`config.mk`:
```
export PLATFORM = sky130hd
export DESIGN_NAME = multicycle_control
export DESIGN_NICKNAME = d
export VERILOG_FILES = /design/src/rtl/mcctrl_pkg.sv /design/src/rtl/mcctrl_out_decode.sv /design/src/rtl/multicycle_control.sv
export SDC_FILE = /design/constraint.sdc
export NUM_CORES = 1
export LEC_CHECK = 0
export ABC_AREA = 1
export CAP_MARGIN = 15
export CORE_MARGIN = 2
export CORE_UTILIZATION = 39
export CTS_CLUSTER_DIAMETER = 50
export DETAILED_ROUTE_END_ITERATION = 10
export GPL_ROUTABILITY_DRIVEN = 0
export PLACE_DENSITY = 0.88
export SYNTH_ARGS = -nofsm -noshare
export SYNTH_HDL_FRONTEND = slang
export SYNTH_SLANG_ARGS = --single-unit
```
`constraint.sdc`:
```
create_clock -name clk -period 1.35 [get_ports clk]
set_input_delay 0.27 -clock clk [delete_from_list [all_inputs] [get_ports clk]]
set_output_delay 0.27 -clock clk [all_outputs]
set_load 0.05 [all_outputs]
```
`src/rtl/mcctrl_pkg.sv`:
```
// Shared types and encodings for the multicycle control FSM.
// Optional BNE support is enabled elsewhere by the MCCTRL_BNE_EN macro.
package mcctrl_pkg;

  typedef enum logic [3:0] {
    IDLE, FETCH, DECODE, MEMADR, MEMRD, MEMWB, MEMWR,
    EXEC, ALUWB, BRANCH, ADDIEX, ADDIWB, JUMP, TRAP
  } state_t;

  localparam logic [1:0] ALU_ADD    = 2'b00;
  localparam logic [1:0] ALU_SUB    = 2'b01;
  localparam logic [1:0] ALU_FUNCT  = 2'b10;

  localparam logic [1:0] ASB_B      = 2'b00;
  localparam logic [1:0] ASB_FOUR   = 2'b01;
  localparam logic [1:0] ASB_IMM    = 2'b10;
  localparam logic [1:0] ASB_IMMSH  = 2'b11;

  localparam logic [1:0] PCS_ALU    = 2'b00;
  localparam logic [1:0] PCS_ALUOUT = 2'b01;
  localparam logic [1:0] PCS_JUMP   = 2'b10;

  typedef struct packed {
    logic       pc_write;
    logic       pc_write_cond;
    logic       iord;
    logic       mem_read;
    logic       mem_write;
    logic       ir_write;
    logic       mem_to_reg;
    logic       reg_dst;
    logic       reg_write;
    logic       alu_src_a;
    logic [1:0] alu_src_b;
    logic [1:0] alu_op;
    logic [1:0] pc_src;
    logic       trap;
    logic       instr_done;
  } ctrl_t;

endpackage

```
`src/rtl/mcctrl_out_decode.sv`:
```
// Moore output map: state (plus mem_ready for the memory handshakes) to
// every datapath control. branch_ne is handled in the top level.
module mcctrl_out_decode
  import mcctrl_pkg::*;
(
  input  state_t state_i,
  input  logic   mem_ready_i,
  output ctrl_t  ctrl_o
);

  always_comb begin
    ctrl_o = '0;
    unique case (state_i)
      FETCH: begin
        ctrl_o.mem_read  = 1'b1;
        ctrl_o.alu_src_b = ASB_FOUR;
        ctrl_o.alu_op    = ALU_ADD;
        ctrl_o.pc_src    = PCS_ALU;
        ctrl_o.ir_write  = mem_ready_i;
        ctrl_o.pc_write  = mem_ready_i;
      end
      DECODE: begin
        // Branch target is precomputed while the opcode is being decoded.
        ctrl_o.alu_src_b = ASB_IMMSH;
        ctrl_o.alu_op    = ALU_ADD;
      end
      MEMADR, ADDIEX: begin
        ctrl_o.alu_src_a = 1'b1;
        ctrl_o.alu_src_b = ASB_IMM;
        ctrl_o.alu_op    = ALU_ADD;
      end
      MEMRD: begin
        ctrl_o.mem_read = 1'b1;
        ctrl_o.iord     = 1'b1;
      end
      MEMWB: begin
        ctrl_o.reg_write  = 1'b1;
        ctrl_o.mem_to_reg = 1'b1;
        ctrl_o.instr_done = 1'b1;
      end
      MEMWR: begin
        ctrl_o.mem_write  = 1'b1;
        ctrl_o.iord       = 1'b1;
        ctrl_o.instr_done = mem_ready_i;
      end
      EXEC: begin
        ctrl_o.alu_src_a = 1'b1;
        ctrl_o.alu_src_b = ASB_B;
        ctrl_o.alu_op    = ALU_FUNCT;
      end
      ALUWB: begin
        ctrl_o.reg_write  = 1'b1;
        ctrl_o.reg_dst    = 1'b1;
        ctrl_o.instr_done = 1'b1;
      end
      BRANCH: begin
        ctrl_o.alu_src_a     = 1'b1;
        ctrl_o.alu_src_b     = ASB_B;
        ctrl_o.alu_op        = ALU_SUB;
        ctrl_o.pc_write_cond = 1'b1;
        ctrl_o.pc_src        = PCS_ALUOUT;
        ctrl_o.instr_done    = 1'b1;
      end
      ADDIWB: begin
        ctrl_o.reg_write  = 1'b1;
        ctrl_o.instr_done = 1'b1;
      end
      JUMP: begin
        ctrl_o.pc_write   = 1'b1;
        ctrl_o.pc_src     = PCS_JUMP;
        ctrl_o.instr_done = 1'b1;
      end
      TRAP:    ctrl_o.trap = 1'b1;
      default: ;
    endcase
  end

endmodule

```
`src/rtl/multicycle_control.sv`:
```
// Multicycle fetch/decode/execute sequencer: state register and next-state logic.
// Define MCCTRL_BNE_EN to decode OP_BNE as a branch with branch_ne = 1.
module multicycle_control
  import mcctrl_pkg::*;
#(
  parameter int unsigned       OP_W     = 6,
  parameter logic [OP_W-1:0]   OP_RTYPE = OP_W'(6'h00),
  parameter logic [OP_W-1:0]   OP_LW    = OP_W'(6'h23),
  parameter logic [OP_W-1:0]   OP_SW    = OP_W'(6'h2B),
  parameter logic [OP_W-1:0]   OP_BEQ   = OP_W'(6'h04),
  parameter logic [OP_W-1:0]   OP_ADDI  = OP_W'(6'h08),
  parameter logic [OP_W-1:0]   OP_J     = OP_W'(6'h02),
  parameter logic [OP_W-1:0]   OP_BNE   = OP_W'(6'h05)
) (
  input  logic            clk,
  input  logic            rst_n,
  input  logic [OP_W-1:0] opcode,
  input  logic            mem_ready,
  output logic            pc_write,
  output logic            pc_write_cond,
  output logic            branch_ne,
  output logic            iord,
  output logic            mem_read,
  output logic            mem_write,
  output logic            ir_write,
  output logic            mem_to_reg,
  output logic            reg_dst,
  output logic            reg_write,
  output logic            alu_src_a,
  output logic [1:0]      alu_src_b,
  output logic [1:0]      alu_op,
  output logic [1:0]      pc_src,
  output logic            trap,
  output logic            instr_done
);

  state_t state_q, state_d;
  ctrl_t  ctrl;

  always_ff @(posedge clk or negedge rst_n) begin
    if (!rst_n) state_q <= IDLE;
    else        state_q <= state_d;
  end

  always_comb begin
    state_d = state_q;
    unique case (state_q)
      IDLE:   state_d = FETCH;
      FETCH:  state_d = mem_ready ? DECODE : FETCH;
      DECODE: begin
        if (opcode == OP_LW || opcode == OP_SW) state_d = MEMADR;
        else if (opcode == OP_RTYPE)            state_d = EXEC;
        else if (opcode == OP_BEQ)              state_d = BRANCH;
        else if (opcode == OP_ADDI)             state_d = ADDIEX;
        else if (opcode == OP_J)                state_d = JUMP;
`ifdef MCCTRL_BNE_EN
        else if (opcode == OP_BNE)              state_d = BRANCH;
`else
        else if (opcode == OP_BNE)              state_d = TRAP;
`endif
        else                                    state_d = TRAP;
      end
      MEMADR: state_d = (opcode == OP_LW) ? MEMRD : MEMWR;
      MEMRD:  state_d = mem_ready ? MEMWB : MEMRD;
      MEMWR:  state_d = mem_ready ? FETCH : MEMWR;
      EXEC:   state_d = ALUWB;
      ADDIEX: state_d = ADDIWB;
      MEMWB, ALUWB, BRANCH, ADDIWB, JUMP: state_d = FETCH;
      TRAP:   state_d = TRAP;
      default: state_d = IDLE;
    endcase
  end

`ifdef MCCTRL_BNE_EN
  // BEQ and BNE share the BRANCH state; the sense is latched at decode.
  logic bne_q, bne_d;

  always_ff @(posedge clk or negedge rst_n) begin
    if (!rst_n) bne_q <= 1'b0;
    else        bne_q <= bne_d;
  end

  always_comb begin
    bne_d = bne_q;
    if (state_q == DECODE) bne_d = (opcode == OP_BNE);
  end

  assign branch_ne = bne_q && (state_q == BRANCH);
`else
  assign branch_ne = 1'b0;
`endif

  mcctrl_out_decode u_out (
    .state_i     (state_q),
    .mem_ready_i (mem_ready),
    .ctrl_o      (ctrl)
  );

  assign pc_write      = ctrl.pc_write;
  assign pc_write_cond = ctrl.pc_write_cond;
  assign iord          = ctrl.iord;
  assign mem_read      = ctrl.mem_read;
  assign mem_write     = ctrl.mem_write;
  assign ir_write      = ctrl.ir_write;
  assign mem_to_reg    = ctrl.mem_to_reg;
  assign reg_dst       = ctrl.reg_dst;
  assign reg_write     = ctrl.reg_write;
  assign alu_src_a     = ctrl.alu_src_a;
  assign alu_src_b     = ctrl.alu_src_b;
  assign alu_op        = ctrl.alu_op;
  assign pc_src        = ctrl.pc_src;
  assign trap          = ctrl.trap;
  assign instr_done    = ctrl.instr_done;

endmodule

```
==> results of run 1 <==
## cells in the mapped netlist (all sizes together)
library cell	n	area (um^2)
o21ai	3	15.0
a21oi	1	5.00
nor2	29	121
buf	3	22.5
nand4	4	25.0
inv	21	81.3
nor3	1	5.00
conb	1	3.75
nand3	10	50.1
o21bai	1	7.51
dfrtp	4	100
nand2	29	119
## metrics by stage
| stage | util | cell area [um^2] | setup slack [ns] | hold slack, ns | TNS, ns |
|---|---|---|---|---|---|
| detailed placement | 0.925 | 1220 | -0.232 | 0.497 | -2.29 |
| global placement | 0.925 | 1220 | -0.144 | 0.479 | -1.10 |
| floorplan | - | 653 | -0.202 | -0.0256 | -0.741 |
## kinds of logic after synthesis
kind of cell,synth area share
flip-flops,0.180
buffers and inverters,0.187
other,0.00675
AO/OA/AOI/OAI,0.0495
AND/OR/NAND/NOR,0.577
==> impl_metrics.env, run 1 <==
export IMPL_seq_area_frac_synth=0.180
export IMPL_ys_ff_latch=4
export IMPL_port_buffers=26
export IMPL_cts_buffers=3
export IMPL_synth_cells=107
export IMPL_synthDistinctLibCells=17
export IMPL_post_cts_repair_setup_buffers=13
export IMPL_cts_buffer_depth=2
export IMPL_error="[ERROR DPL-0038] Utilization greater than 100%, impossible to legalize"
export IMPL_hpwl_mm=2.33
export IMPL_row_count=13
export IMPL_post_synth_cell_area_avg_um2=5.19
export IMPL_haltStage="4_1_cts"
export IMPL_die_w_um=41.7
export IMPL_ios=28
export IMPL_ctsRootBufferMaster="clkbuf_4"
export IMPL_start_util=0.422
export IMPL_yosysWarnings=0
export IMPL_cts_sinks=4
export IMPL_syn_nets=116
export IMPL_die_h_um=41.7
export IMPL_ctsResizeCount=44
export IMPL_htreeDepth=1
export IMPL_place_inst=161
export IMPL_syn_cell_area_um2=556
export IMPL_cts_hold_buf=0
export IMPL_outcome="aborted with a tool error"
==> run 2: changes to the inputs <==
- CORE_AREA: unset -> 2 2 63 65
- CORE_MARGIN: 2 -> unset
- CORE_UTILIZATION: 39 -> unset
- CTS_CLUSTER_DIAMETER: 50 -> unset
- DIE_AREA: unset -> 0 0 65 67
- PLACE_DENSITY: 0.88 -> unset
- PLACE_DENSITY_LB_ADDON: unset -> 0.15
==> run 2 against run 1 <==
  * The flow now finishes, with violations (setup timing)
  * Synthesized cell count unchanged
  * Synthesized area unchanged
==> impl_metrics.env, run 2 <==
export IMPL_core_mm2=0.00361
export IMPL_arrival_ns=1.41
export IMPL_grt_first_pass_wirelength_mm=3.57
export IMPL_cp_max_fo=6
export IMPL_largest_reg_flops=4
export IMPL_layout_common_cells="buf_4, buf_12, nand2_1, nor2_4, nor2_1"
export IMPL_overflow=0
export IMPL_hpwl_mm=1.65
export IMPL_min_path_type="input pin to async pin"
export IMPL_m1WireLength_um=793
export IMPL_die_w_um=65
export IMPL_drtAntennaViolNets=0
export IMPL_wl_per_cell_um=10.4
export IMPL_violations="setup timing"
export IMPL_start_kind="register"
export IMPL_first_pass_iters=4
export IMPL_ctsRootBufferMaster="clkbuf_8"
export IMPL_row_count=22
export IMPL_die_h_um=67
export IMPL_final_common_cell="buf_4"
export IMPL_drtIter0Drc=16
export IMPL_routed_wl_mm=2.20
export IMPL_switching_share=0.509
export IMPL_synth_area_leader_cell="dfrtp_1"
export IMPL_ios=28
export IMPL_start_util=0.154
export IMPL_cts_sinks=4
export IMPL_worstPathRequired_ns=1.08
export IMPL_p_clk_frac=0.066
export IMPL_htreeDepth=1
export IMPL_port_buffers=26
export IMPL_cap_violations=0
export IMPL_syn_nets=116
export IMPL_fin_crit_ns=1.68
export IMPL_drv_slew=0
export IMPL_synth_edf_count=0
export IMPL_finalInstanceArea_mm2=0.00153
export IMPL_grt_usage=0.106
export IMPL_place_area_mm2=0.00127
export IMPL_rsz0062_at_grt="yes"
export IMPL_clk_pin_slew_ns=0.03
export IMPL_synth_main_ff_cell="dfrtp_1"
export IMPL_n_antenna_cell=0
export IMPL_max_clock_freq_mhz=595
export IMPL_first_global_vias=820
export IMPL_vdd_drop_max_mv=1.08
export IMPL_skew_ns=0.00270
export IMPL_p_seq_frac=0.077
export IMPL_async_flop_share=1.00
export IMPL_rr_worst_depth=5
export IMPL_grt_antenna_before_repair=0
export IMPL_largest_registers="state_q x4"
export IMPL_route_detailed_drc=0
export IMPL_syn2layout_area_growth_pct=176
export IMPL_syn_cell_area_um2=556
export IMPL_top_layer="met4"
export IMPL_synth_cells=107
export IMPL_ys_top_cells_by_area="dfrtp_1, nand2_1, nor2_1, inv_1, nand3_1"
export IMPL_cellLeakagePower_nw=0.738
export IMPL_fin_crit_sh=1.24
export IMPL_yosysWarnings=0
export IMPL_nets=173
export IMPL_p_int_mw=1.99
export IMPL_via_per_inst=3.90
export IMPL_final_cells=211
export IMPL_die_area_mm2=0.00436
export IMPL_seq_area_frac_synth=0.180
export IMPL_vias=823
export IMPL_wl_met3_um=118
export IMPL_outcome="finished, violations left"
export IMPL_hold_viol_final=0
export IMPL_synth_most_common_cell="nand2_1"
export IMPL_insertion_delay_ns=0.22
export IMPL_crit_path_end_kind="primary output"
export IMPL_synth_common_cells="nand2_1, nor2_1, inv_1"
export IMPL_wl_met2_mm=1.24
export IMPL_ys_ff_latch=4
export IMPL_synthDistinctLibCells=17
export IMPL_crit_start="state_q[1]"
export IMPL_post_synth_cell_area_avg_um2=5.19
export IMPL_crit_type="register to primary output"
export IMPL_worst_slack_ns=-0.330
export IMPL_yosys_area_top_type_share=0.180
export IMPL_layout_drive_gt1_share=0.613
export IMPL_cts_tree="yes"
export IMPL_place_inst=197
export IMPL_powerDensity_mw_per_mm2=2650
export IMPL_finalSetupViolCount=21
export IMPL_r2r_start="state_q[0]"
export IMPL_pwr_share_comb=0.857
export IMPL_grt_max_degree=7
export IMPL_cts_buffer_depth=2
export IMPL_cts_buffers=3
export IMPL_top_register="state_q"
export IMPL_p_switching_mw=2.06
==> run 2: cell counts after synthesis <==
No cell type changed its count.
==> run 2: worst paths after layout <==
path / slack (ns) / endpoint
min: 0.25 / state_q[0]
max in group asynchronous: 0.93 / state_q[1]
max: -0.33 / reg_write
min reg2reg: 0.83 / state_q[0]
min in group clk: 0.77 / state_q[0]
max reg2reg: -0.07 / state_q[0]
==> run 2: logic make-up after synthesis <==
group / synth area share
buf+inv: 0.187
other cells: 0.00675
compound gates: 0.0495
simple gates: 0.577
flops: 0.180
==> run 2: repair_timing <==
item | in CTS | in global routing
pin swaps | 12 | 8
buffers inserted | 8 | 2
hold buffers | 0 | 0
setup endpoints to repair | 19 | 21
resized for setup | 29 | 11
==> run 2: area by class of cell <==
class / count / area (um^2)
inverters: 21 / 96.3
repair buffers: 55 / 681
fillers: 368 / 2070
multi-input cells: 79 / 544
flip-flops and latches: 4 / 105
well taps: 48 / 60.1
clock buffers: 4 / 45.0
==> run 2: critical path, stage by stage, from the launching register on <==
cell and delay, ns:
dfrtp_2 0.47, nor2_4 0.19, nand2_2 0.09, buf_6 0.12
clkinvlp_4 0.07, nor2_4 0.04, nand2_4 0.06, buf_12 0.14
==> run 2: power groups by stage <==
stage	Sequential, mW	Combinational [mW]	Clock (mW)
after CTS	0.292	3.35	0.278
after global placement	0.282	2.95	0
after floorplan	0.254	1.58	0
final	0.313	3.47	0.268
after detailed placement	0.282	2.95	0
after global routing	0.325	3.66	0.286
==> run 2: per-layer routing <==
layer / vias up / global-route usage
li1: 433 / -
met1: 363 / 0.114
met2: 23 / 0.207
met3: 4 / 0.0135
met4: 0 / 0.0399
met5: - / 0
==> run 2: per-stage QoR <==
step                      worst slack [ns]  total power [mW]  utilization  TNS [ns]  hold slack (ns)
after detailed placement            -0.204              3.23        0.352     -1.55            0.484
after floorplan                     -0.202              1.84            -    -0.741          -0.0256
after global routing                -0.406              4.27        0.425     -5.94            0.263
after CTS                           -0.340              3.92        0.410     -4.46            0.249
final                               -0.330              4.05        0.425     -4.61            0.247
after global placement              -0.218              3.23        0.352     -1.62            0.476
(Power assumes the default switching activity.)
==> run 3: changes to the inputs <==
- CTS_CLUSTER_SIZE: unset -> 28
==> results of run 3 <==
No change in the layout: final DEF, timing and power equal those of run 2.
